### config.mk
export PLATFORM = sky130hd
export DESIGN_NAME = frame_buffer_port_a_ctrl
export DESIGN_NICKNAME = d
export VERILOG_FILES = /design/src/rtl/frame_buffer_port_a_ctrl.sv
export SDC_FILE = /design/constraint.sdc
export NUM_CORES = 1
export LEC_CHECK = 0
export ABC_AREA = 1
export BUFFER_PORTS_ARGS = -buffer_cell sky130_fd_sc_hd__buf_2
export CAP_MARGIN = 25
export CORE_MARGIN = 5
export CORE_UTILIZATION = 52
export CTS_CLUSTER_DIAMETER = 100
export CTS_CLUSTER_SIZE = 40
export DETAILED_ROUTE_END_ITERATION = 7
export PLACE_DENSITY_LB_ADDON = 0.15
export SYNTH_ARGS = -nofsm -noshare
export SYNTH_HDL_FRONTEND = slang
export SYNTH_SLANG_ARGS = --single-unit
### constraint.sdc
create_clock -name CLK -period 2.2 [get_ports CLK]
set_clock_uncertainty 0.15 [all_clocks]
set_input_delay 0.55 -clock CLK [delete_from_list [all_inputs] [get_ports CLK]]
set_output_delay 0.55 -clock CLK [all_outputs]
set_load 0.02 [all_outputs]
### src/rtl/frame_buffer_port_a_ctrl.sv
// Frame buffer Port A sequencer: shares the port between CPU single-pixel
// read/write (priority) and a raster rectangle-fill engine.
module frame_buffer_port_a_ctrl #(
    parameter int X_W    = 8,
    parameter int Y_W    = 7,
    parameter int ADDR_W = 15
) (
    input  logic              CLK,
    input  logic              RESET,
    input  logic              CPU_REQ,
    input  logic              CPU_WE,
    input  logic [ADDR_W-1:0] CPU_ADDR,
    input  logic              CPU_WDATA,
    output logic              CPU_ACK,
    output logic              CPU_RDATA,
    input  logic              FILL_START,
    input  logic [X_W-1:0]    FILL_X0,
    input  logic [X_W-1:0]    FILL_X1,
    input  logic [Y_W-1:0]    FILL_Y0,
    input  logic [Y_W-1:0]    FILL_Y1,
    input  logic              FILL_COLOUR,
    output logic              FILL_BUSY,
    output logic              FILL_DONE,
    output logic [ADDR_W-1:0] FB_ADDR,
    output logic              FB_DATA_IN,
    output logic              FB_WE,
    input  logic              FB_DATA_OUT
);

    typedef enum logic [2:0] {
        IDLE,
        CPU_WR,
        CPU_RD_ADDR,
        CPU_RD_WAIT,
        CPU_RD_ACK,
        FILL
    } state_t;

    state_t state_q, state_d;

    logic [X_W-1:0]    xmin_q, xmin_d, xmax_q, xmax_d, cx_q, cx_d;
    logic [Y_W-1:0]    ymin_q, ymin_d, ymax_q, ymax_d, cy_q, cy_d;
    logic              colour_q, colour_d;
    logic              pend_q, pend_d;
    logic              last_q, last_d;
    logic              busy_q, busy_d;
    logic              done_q, done_d;
    logic              ack_q, ack_d;
    logic              rdata_q, rdata_d;
    logic              we_q, we_d;
    logic              din_q, din_d;
    logic [ADDR_W-1:0] addr_q, addr_d;

    logic              accept;
    logic              pend_eff;
    logic              fill_go;
    logic [X_W-1:0]    in_xlo, in_xhi, eff_xmin, eff_xmax, eff_cx;
    logic [Y_W-1:0]    in_ylo, in_yhi, eff_ymin, eff_ymax, eff_cy;
    logic              eff_colour;

    assign accept = FILL_START && !busy_q && !pend_q;

    assign in_xlo = (FILL_X0 <= FILL_X1) ? FILL_X0 : FILL_X1;
    assign in_xhi = (FILL_X0 <= FILL_X1) ? FILL_X1 : FILL_X0;
    assign in_ylo = (FILL_Y0 <= FILL_Y1) ? FILL_Y0 : FILL_Y1;
    assign in_yhi = (FILL_Y0 <= FILL_Y1) ? FILL_Y1 : FILL_Y0;

    // A fill accepted this cycle can issue its first pixel on the next edge,
    // so the pixel engine works from these merged "effective" values.
    assign eff_xmin   = accept ? in_xlo      : xmin_q;
    assign eff_xmax   = accept ? in_xhi      : xmax_q;
    assign eff_ymin   = accept ? in_ylo      : ymin_q;
    assign eff_ymax   = accept ? in_yhi      : ymax_q;
    assign eff_cx     = accept ? in_xlo      : cx_q;
    assign eff_cy     = accept ? in_ylo      : cy_q;
    assign eff_colour = accept ? FILL_COLOUR : colour_q;
    assign pend_eff   = accept || pend_q;

    always_comb begin
        state_d  = state_q;
        xmin_d   = eff_xmin;
        xmax_d   = eff_xmax;
        ymin_d   = eff_ymin;
        ymax_d   = eff_ymax;
        cx_d     = eff_cx;
        cy_d     = eff_cy;
        colour_d = eff_colour;
        pend_d   = pend_eff;
        last_d   = 1'b0;
        done_d   = last_q;
        ack_d    = 1'b0;
        rdata_d  = rdata_q;
        we_d     = 1'b0;
        din_d    = din_q;
        addr_d   = addr_q;
        fill_go  = 1'b0;

        case (state_q)
            IDLE, FILL: begin
                if (CPU_REQ) begin
                    addr_d = CPU_ADDR;
                    if (CPU_WE) begin
                        state_d = CPU_WR;
                        we_d    = 1'b1;
                        din_d   = CPU_WDATA;
                        ack_d   = 1'b1;
                    end else begin
                        state_d = CPU_RD_ADDR;
                    end
                end else begin
                    fill_go = 1'b1;
                end
            end
            CPU_WR, CPU_RD_ACK: fill_go = 1'b1;
            CPU_RD_ADDR:        state_d = CPU_RD_WAIT;
            CPU_RD_WAIT: begin
                rdata_d = FB_DATA_OUT;
                ack_d   = 1'b1;
                state_d = CPU_RD_ACK;
            end
            default:            state_d = IDLE;
        endcase

        if (fill_go) begin
            if (pend_eff) begin
                state_d = FILL;
                we_d    = 1'b1;
                addr_d  = ADDR_W'({eff_cy, eff_cx});
                din_d   = eff_colour;
                // Equality compares keep xmax=255 / ymax=127 from wrapping.
                if (eff_cx == eff_xmax) begin
                    cx_d = eff_xmin;
                    if (eff_cy == eff_ymax) begin
                        last_d = 1'b1;
                        pend_d = 1'b0;
                    end else begin
                        cy_d = eff_cy + 1'b1;
                    end
                end else begin
                    cx_d = eff_cx + 1'b1;
                end
            end else begin
                state_d = IDLE;
            end
        end

        busy_d = pend_d || last_d;
    end

    always_ff @(posedge CLK or posedge RESET) begin
        if (RESET) begin
            state_q  <= IDLE;
            xmin_q   <= '0;
            xmax_q   <= '0;
            ymin_q   <= '0;
            ymax_q   <= '0;
            cx_q     <= '0;
            cy_q     <= '0;
            colour_q <= 1'b0;
            pend_q   <= 1'b0;
            last_q   <= 1'b0;
            busy_q   <= 1'b0;
            done_q   <= 1'b0;
            ack_q    <= 1'b0;
            rdata_q  <= 1'b0;
            we_q     <= 1'b0;
            din_q    <= 1'b0;
            addr_q   <= '0;
        end else begin
            state_q  <= state_d;
            xmin_q   <= xmin_d;
            xmax_q   <= xmax_d;
            ymin_q   <= ymin_d;
            ymax_q   <= ymax_d;
            cx_q     <= cx_d;
            cy_q     <= cy_d;
            colour_q <= colour_d;
            pend_q   <= pend_d;
            last_q   <= last_d;
            busy_q   <= busy_d;
            done_q   <= done_d;
            ack_q    <= ack_d;
            rdata_q  <= rdata_d;
            we_q     <= we_d;
            din_q    <= din_d;
            addr_q   <= addr_d;
        end
    end

    assign CPU_ACK    = ack_q;
    assign CPU_RDATA  = rdata_q;
    assign FILL_BUSY  = busy_q;
    assign FILL_DONE  = done_q;
    assign FB_ADDR    = addr_q;
    assign FB_DATA_IN = din_q;
    assign FB_WE      = we_q;

endmodule

==> metrics, run 1 <==
post-synthesis cell count=666; Slew headroom=76.4%; drt first pass iters=5; num rows=34; total grt overflow=0; dpl hpwl=9690 µm; Stages on worst setup path=22; initial drt markers=233; max incr delay on CP=260 ps; Clock Path Buffers=2; flops & latches, synth=65; Root Buffer=clkbuf_8; largest net degree at the start of global routing=66; clock-pin slew on the worst setup and hold paths=80 ps; crit path buf inv count=4; EDFF count, synth=0; post-synth cell types=38; WP data required=2310 ps; Max Clk Rate=345 MHz; Hold Buf Count CTS=0; Primary FF master, synth=dfrtp_1; Hold WC Path Type=in2async; CP top delay family=simple AND/OR/NAND/NOR gates; crit path DAT=3010 ps; Final min period=2900 ps; FFs w/ async S/R, synth=100%; crit-path cells=buf_8, inv_8, ha_4, a21oi_4, nor2_4, nor2_4, nand2_8, nand2_8, buf_4, nand2_2, nand3_1, nand2_1, nand2_1, nand2_2, nor2_2, nand2_2, nor2_8, buf_4, nand2_1, nand2_1, nand2_1, o21ai_1; most used cell, CP=nand2_1; number of global-route vias before repair=5242; Detailed Route WL=15300 µm; Initial Utilization=53.0%; critical-path maximum fanout=8; Worst R2R Path Depth=18; input/output buffers=73; number of H-tree levels=3; nets=957; diodes inserted=0; Routed Antenna Nets=0; flop2flop setup slack=-370 ps; initial antenna violation count=0; Slowest cell on crit path=ha_4; fillers=505; r2r startpoint=FILL_BUSY; Area growth syn-to-layout=56.5%; core footprint=8680 µm²; Startpoint Class=input pin; layout cells sized above 1=47.2%; die width=104 µm; worst vdd ir=803 µV; Least-Margin Pin Slew=354 ps; average size of a mapped cell=6.90 µm²; Post-Syn Area=4600 µm²; Total GRT Usage=24.7%; Placed Instances=955; Vias=5357; endpoint type of the worst setup path=flop; Seq/Total Area, Yosys=35.4%; Power Density=1050 nW/µm²; Clock Latency Late Sink=340 ps; worst setup slack after layout=-700 ps; final-report hold violation count=0; failing checks=negative setup slack; TritonCTS clock tree=built; Leak=3.78 nW; Layout Cells excl Fill=1000; Max Slew Vio Count=0; syn nets=736; Die Ht=104 µm; die area=10800 µm²; Num CTS Buffers=9; yosys warns=0; global-route wire length before repair=22800 µm; post-layout util=82.9%; Final period util=132%; DRC=0; wire length per cell=15.3 µm; Final GP Congestion=0.837; I/O pin count=74; post-DR vias/cell=5.36; Critical path origin=FILL_X1[5]; status=finished with violations; final setup vio count=19; MaxCap Viol Count=0; setup repair after global routing missed its margin=true; critical path type=in2reg; Sink Count=65
[metrics by stage]
| step | area [µm²] | setup TNS [ps] | setup slack (ps) | hold WS (ps) | total power [mW] |
|---|---|---|---|---|---|
| global route | 7190 | -12420 | -796 | 152 | 8.16 |
| CTS | 6720 | -7730 | -514 | 146 | 7.10 |
| floorplan | 4900 | -7240 | -484 | 181 | 4.51 |
| global placement | 6270 | -18080 | -861 | 188 | 5.90 |
| detailed placement | 6270 | -20550 | -950 | 195 | 6.04 |
| finish | 7190 | -10920 | -700 | 138 | 7.59 |
[cells by family (layout without fill, tap and decap cells)]
family	Yosys count	count (layout)	synth area share, %
fa+ha+maj	17	17	4.63
flops	65	65	35.4
buf+inv	107	330	9.93
xor+xnor	6	6	1.14
mux	10	10	2.45
compound gates	58	58	6.78
simple gates	403	406	39.7
[per-layer routing]
metal | track usage [%] | part of all wire (%)
met1 | 26.9 | 36
met2 | 46.2 | 55
met3 | 4.84 | 5.4
met4 | 10.5 | 3.8
met5 | 0 | 0
[where the power goes]
group / total, mW / internal (mW) / switching, mW / leakage [nW]
sequential: 1.95 / 1.73 / 0.220 / 0.791
clock: 0.909 / 0.406 / 0.503 / 0.0814
combinational: 4.73 / 2.02 / 2.71 / 2.91
[worst reg2reg max path, stage by stage, from the launching register on]
cell and delay (ps):
dfrtp_1 390, inv_1 80, nand2_1 90, nor2_4 130, inv_2 120, buf_4 160
buf_4 150, nand2_1 70, nand2_1 110, nand2_1 120, nand2_2 80, nor2_2 130
nand2_2 110, nor2_8 160, buf_4 160, nand2_1 60, nand2_1 70, nand2_1 60
o21ai_1 90
[worst paths after layout]
kind                              to
setup / recovery             cx_q[6]
hold / removal             xmax_q[6]
min in group CLK           FILL_DONE
hold reg to reg            FILL_DONE
max in group asynchronous  xmax_q[3]
setup reg to reg             cx_q[6]
[layout by cell type (no fill, tap or decap), drive strengths merged]
master / n
buf: 229
xnor2: 2
nor3: 1
clkinvlp: 4
o22ai: 2
and2: 1
clkbuf: 11
dfrtp: 65
nand4: 7
nor4: 2
ha: 17
or2: 10
a21o: 2
o31ai: 1
nor2: 35
inv: 81
a21oi: 19
mux2: 10
o21ai: 34
clkinv: 5
xor2: 4
nand3: 76
nand2: 274
[timing repair]
item | 4_1_cts | 5_1_grt
resized for setup | 34 | 86
endpoints found under the setup margin | 17 | 23
gates cloned | 3 | 2
setup buffers | 12 | 12
pin swaps | 26 | 56
[state kept, by name, summed over array words and instances, names as in the netlist]
register,flops
CPU_ACK,1
CPU_RDATA,1
FB_ADDR,15
FB_DATA_IN,1
FB_WE,1
FILL_BUSY,1
FILL_DONE,1
colour_q,1
cx_q,8
cy_q,7
done_d,1
pend_q,1
state_q,3
xmax_q,8
xmin_q,8
ymax_q,7
[synth_stat cells, types with 3 or more instances]
| cell | count | area [µm²] |
|---|---|---|
| inv_2 | 8 | 30.0 |
| dfrtp_1 | 65 | 1630 |
| ha_1 | 17 | 213 |
| nand2_1 | 249 | 935 |
| nor2_1 | 27 | 101 |
| nor2_2 | 5 | 31.3 |
| nand2_2 | 18 | 113 |
| nand2_4 | 5 | 56.3 |
| or2_2 | 10 | 62.6 |
| o21ai_1 | 6 | 30.0 |
| a21oi_1 | 18 | 90.1 |
| o21ai_0 | 26 | 130 |
| buf_2 | 10 | 50.1 |
| inv_1 | 73 | 274 |
| nand3_2 | 4 | 40.0 |
| mux2_2 | 10 | 113 |
| clkbuf_1 | 8 | 30.0 |
| nand3_1 | 72 | 360 |
| nand4_1 | 4 | 25.0 |
| buf_4 | 3 | 22.5 |
| xor2_1 | 4 | 35.0 |
[final cells by class]
type | instances | area (µm²) | area share (%)
multi-input combinational | 497 | 3150 | 43.9
clock inverter | 7 | 46.3 | 0.644
inverter | 83 | 380 | 5.29
sequential | 65 | 1630 | 22.6
timing repair buffer | 231 | 1730 | 24.0
clock buffer | 9 | 124 | 1.72
tap | 108 | 135 | 1.88
Note: power is estimated with default switching activity, not from simulation.
==> inputs of run 2 (changes only) <==
Settings changed: ABC_AREA 1 to unset, CORE_UTILIZATION 52 to 51, SKIP_LAST_GASP set to 1.
==> run 2 against run 1 <==
Net effect:
- the run still ends with negative setup slack left
- worst hold slack lost 43 ps
- sequential share of layout area shrank 0.21 points
- critical endpoint unchanged
- die area shrank 5.9%
- final area grew 0.92%
- highest routed layer unchanged
- non-clock buffer count shrank 5
- critical path type unchanged
- count of clock-buffer cells in the layout is the same
- via count shrank 9.4%
- final cell count shrank 21%
==> metrics, run 2 <==
status=finished with violations; failing checks=negative setup slack; diodes inserted=0; WP data required=2280 ps; worst setup slack after layout=-510 ps; Tot Pwr=7.71 mW; synth top area cells=dfrtp_1 (39%), mux2i_1 (5.9%), nand2_1 (5.3%); yosys warns=0; Slowest cell on crit path=or4_4; area of the multi-input gates=3280 µm²; Post-Route Setup TNS=-7860 ps; commonest non-fill, non-tap cell in the layout=buf_4; DRC=0; hold slack=94.9 ps; Routed Antenna Nets=0; Initial Utilization=51.8%; Hold Buf Count CTS=0; critical path type=in2reg; I/O pin count=74; global-route wire length before repair=22200 µm; Seq/Total Area, Yosys=38.6%; Post-Syn Area=4220 µm²; layout cells sized above 1=55.2%; share of the synthesized area in the top cell type=38.6%; Power Density=1060 nW/µm²; Clock Latency Late Sink=350 ps; Primary FF master, synth=dfrtp_1; number of flip-flops in the largest register=15; Root Buffer=clkbuf_8; number of H-tree levels=3; Max Slew Vio Count=0; Final period util=123%; clock-pin slew on the worst setup and hold paths=80 ps; post-synth cell types=58; Worst R2R Path Depth=7; die width=101 µm; most instantiated cells after synthesis=dfrtp_1 (65), nand2_1 (59), o21ai_0 (44); num rows=33; Startpoint Class=input pin; post-DR vias/cell=6.14; final setup vio count=42; fillers=346; Stages on worst setup path=12; worst vdd ir=819 µV; number of global-route vias before repair=4703; Sink Count=65; endpoint type of the worst setup path=flop; flop2flop setup slack=-260 ps; Slew headroom=62.1%; drt first pass iters=6; Die Ht=101 µm; die area=10200 µm²; Num CTS Buffers=9; Vias=4855; Clock Path Buffers=2; MaxCap Viol Count=0; max incr delay on CP=510 ps; largest net degree at the start of global routing=44; initial drt markers=353; EDFF count, synth=0; Worst Setup EP=cx_q[6]; total grt overflow=0; FFs w/ async S/R, synth=100%; reg2reg end=cx_q[6]; setup repair after global routing missed its margin=true; post-synthesis cell count=466; crit-path cells=buf_8, inv_12, ha_4, nand4_1, nor2_4, a211oi_4, buf_6, or4_4, o211ai_1, nor2b_1, o21ai_1, nor3b_2; Hold WC Path Type=in2async; Final GP Congestion=0.915; FF+latch area=1630 µm²; Leak=3.19 nW; flops & latches, synth=65; input/output buffers=73; commonest cells after routing, fill and taps aside=buf_4 (116), dfrtp_1 (65), buf_2 (55), nand2_1 (48), buf_6 (41); crit path buf inv count=3; most common cell in the netlist=dfrtp_1; average size of a mapped cell=9.05 µm²; Yosys top cell by area=dfrtp_1; dpl hpwl=8990 µm; nets=752; post-layout util=89.2%; Final min period=2710 ps; Total GRT Usage=27.7%; initial antenna violation count=0; Critical path origin=FILL_X1[3]; syn nets=536; wire length per cell=22.4 µm; crit path DAT=2790 ps; Place WS=-823 ps; r2r startpoint=FILL_BUSY; Max Clk Rate=369 MHz; critical-path maximum fanout=5; Least-Margin Pin Slew=567 ps; final-report hold violation count=0; Area growth syn-to-layout=72.2%; Detailed Route WL=17700 µm; TritonCTS clock tree=built; CP top delay family=simple AND/OR/NAND/NOR gates; core footprint=8130 µm²
## run 2: cell count changes after synthesis, moves of 8 or more
cell	previous run	this run
a21oi_1	18	33
a31oi_1	0	8
inv_1	73	24
inv_2	8	0
mux2_2	10	2
mux2i_1	0	25
nand2_1	249	59
nand2_2	18	0
nand3_1	72	18
o21ai_0	26	44
or2_2	10	0
xnor2_1	2	15
xor2_1	4	19
## run 2: cells by family (layout without fill, tap and decap cells)
kind of cell	after synthesis	after routing	synth area share (%)
compound gates	129	129	20.5
xor+xnor	34	34	7.06
fa+ha+maj	17	17	5.05
buf+inv	46	265	4.69
flops	65	65	38.6
mux	27	27	6.47
simple gates	148	149	17.6
## run 2: worst min-delay path by stage
stage / endpoint / depth (start not counted)
floorplan: FILL_DONE / 0
global placement: FILL_DONE / 0
detailed placement: FILL_DONE / 0
CTS: xmax_q[4] / 2
global route: cy_q[1] / 2
finish: ymax_q[1] / 2
## run 2: power breakdown
group	switching (mW)	leakage (nW)	internal [mW]	total [mW]
sequential	0.380	0.795	1.71	2.09
combinational	2.57	2.30	2.04	4.60
clock	0.506	0.0909	0.511	1.02
total	3.45	3.19	4.26	7.71
## run 2: layer usage
| metal | track usage, % | wire, µm | up-vias |
|---|---|---|---|
| li1 | - | - | 2099 |
| met1 | 29.5 | 6120 | 2360 |
| met2 | 51.5 | 9170 | 274 |
| met3 | 6.51 | 1140 | 122 |
| met4 | 12.1 | 1300 | 0 |
| met5 | 0 | 0 | - |
## run 2: through the flow
stage          std cells  instance area [µm²]
2_1_floorplan        466                 4480
3_3_place_gp         737                 5770
3_5_place_dp         737                 5770
4_1_cts              770                 6520
5_1_grt              791                 7260
6_report             791                 7260
## run 2: worst reg2reg max path, cell delays in order, from the launching register on
cell	delay (ps)
dfrtp_1	430
or3b_1	410
buf_6	160
or4_4	540
o211ai_1	190
nor2b_1	200
o21ai_1	100
nor3b_2	170
## run 2: final cells by class
type	instances	area share, %
multi-input combinational	356	45.1
timing repair buffer	226	25.9
sequential	65	22.4
inverter	24	2.22
tap	105	1.81
clock buffer	9	1.71
clock inverter	6	0.827
## run 2: what timing repair did
action	CTS	global route
endpoints found under the hold margin	0	0
resized for setup	93	123
setup buffers	21	22
gates cloned	1	1
pin swaps	49	56
setup endpoints to repair	33	40
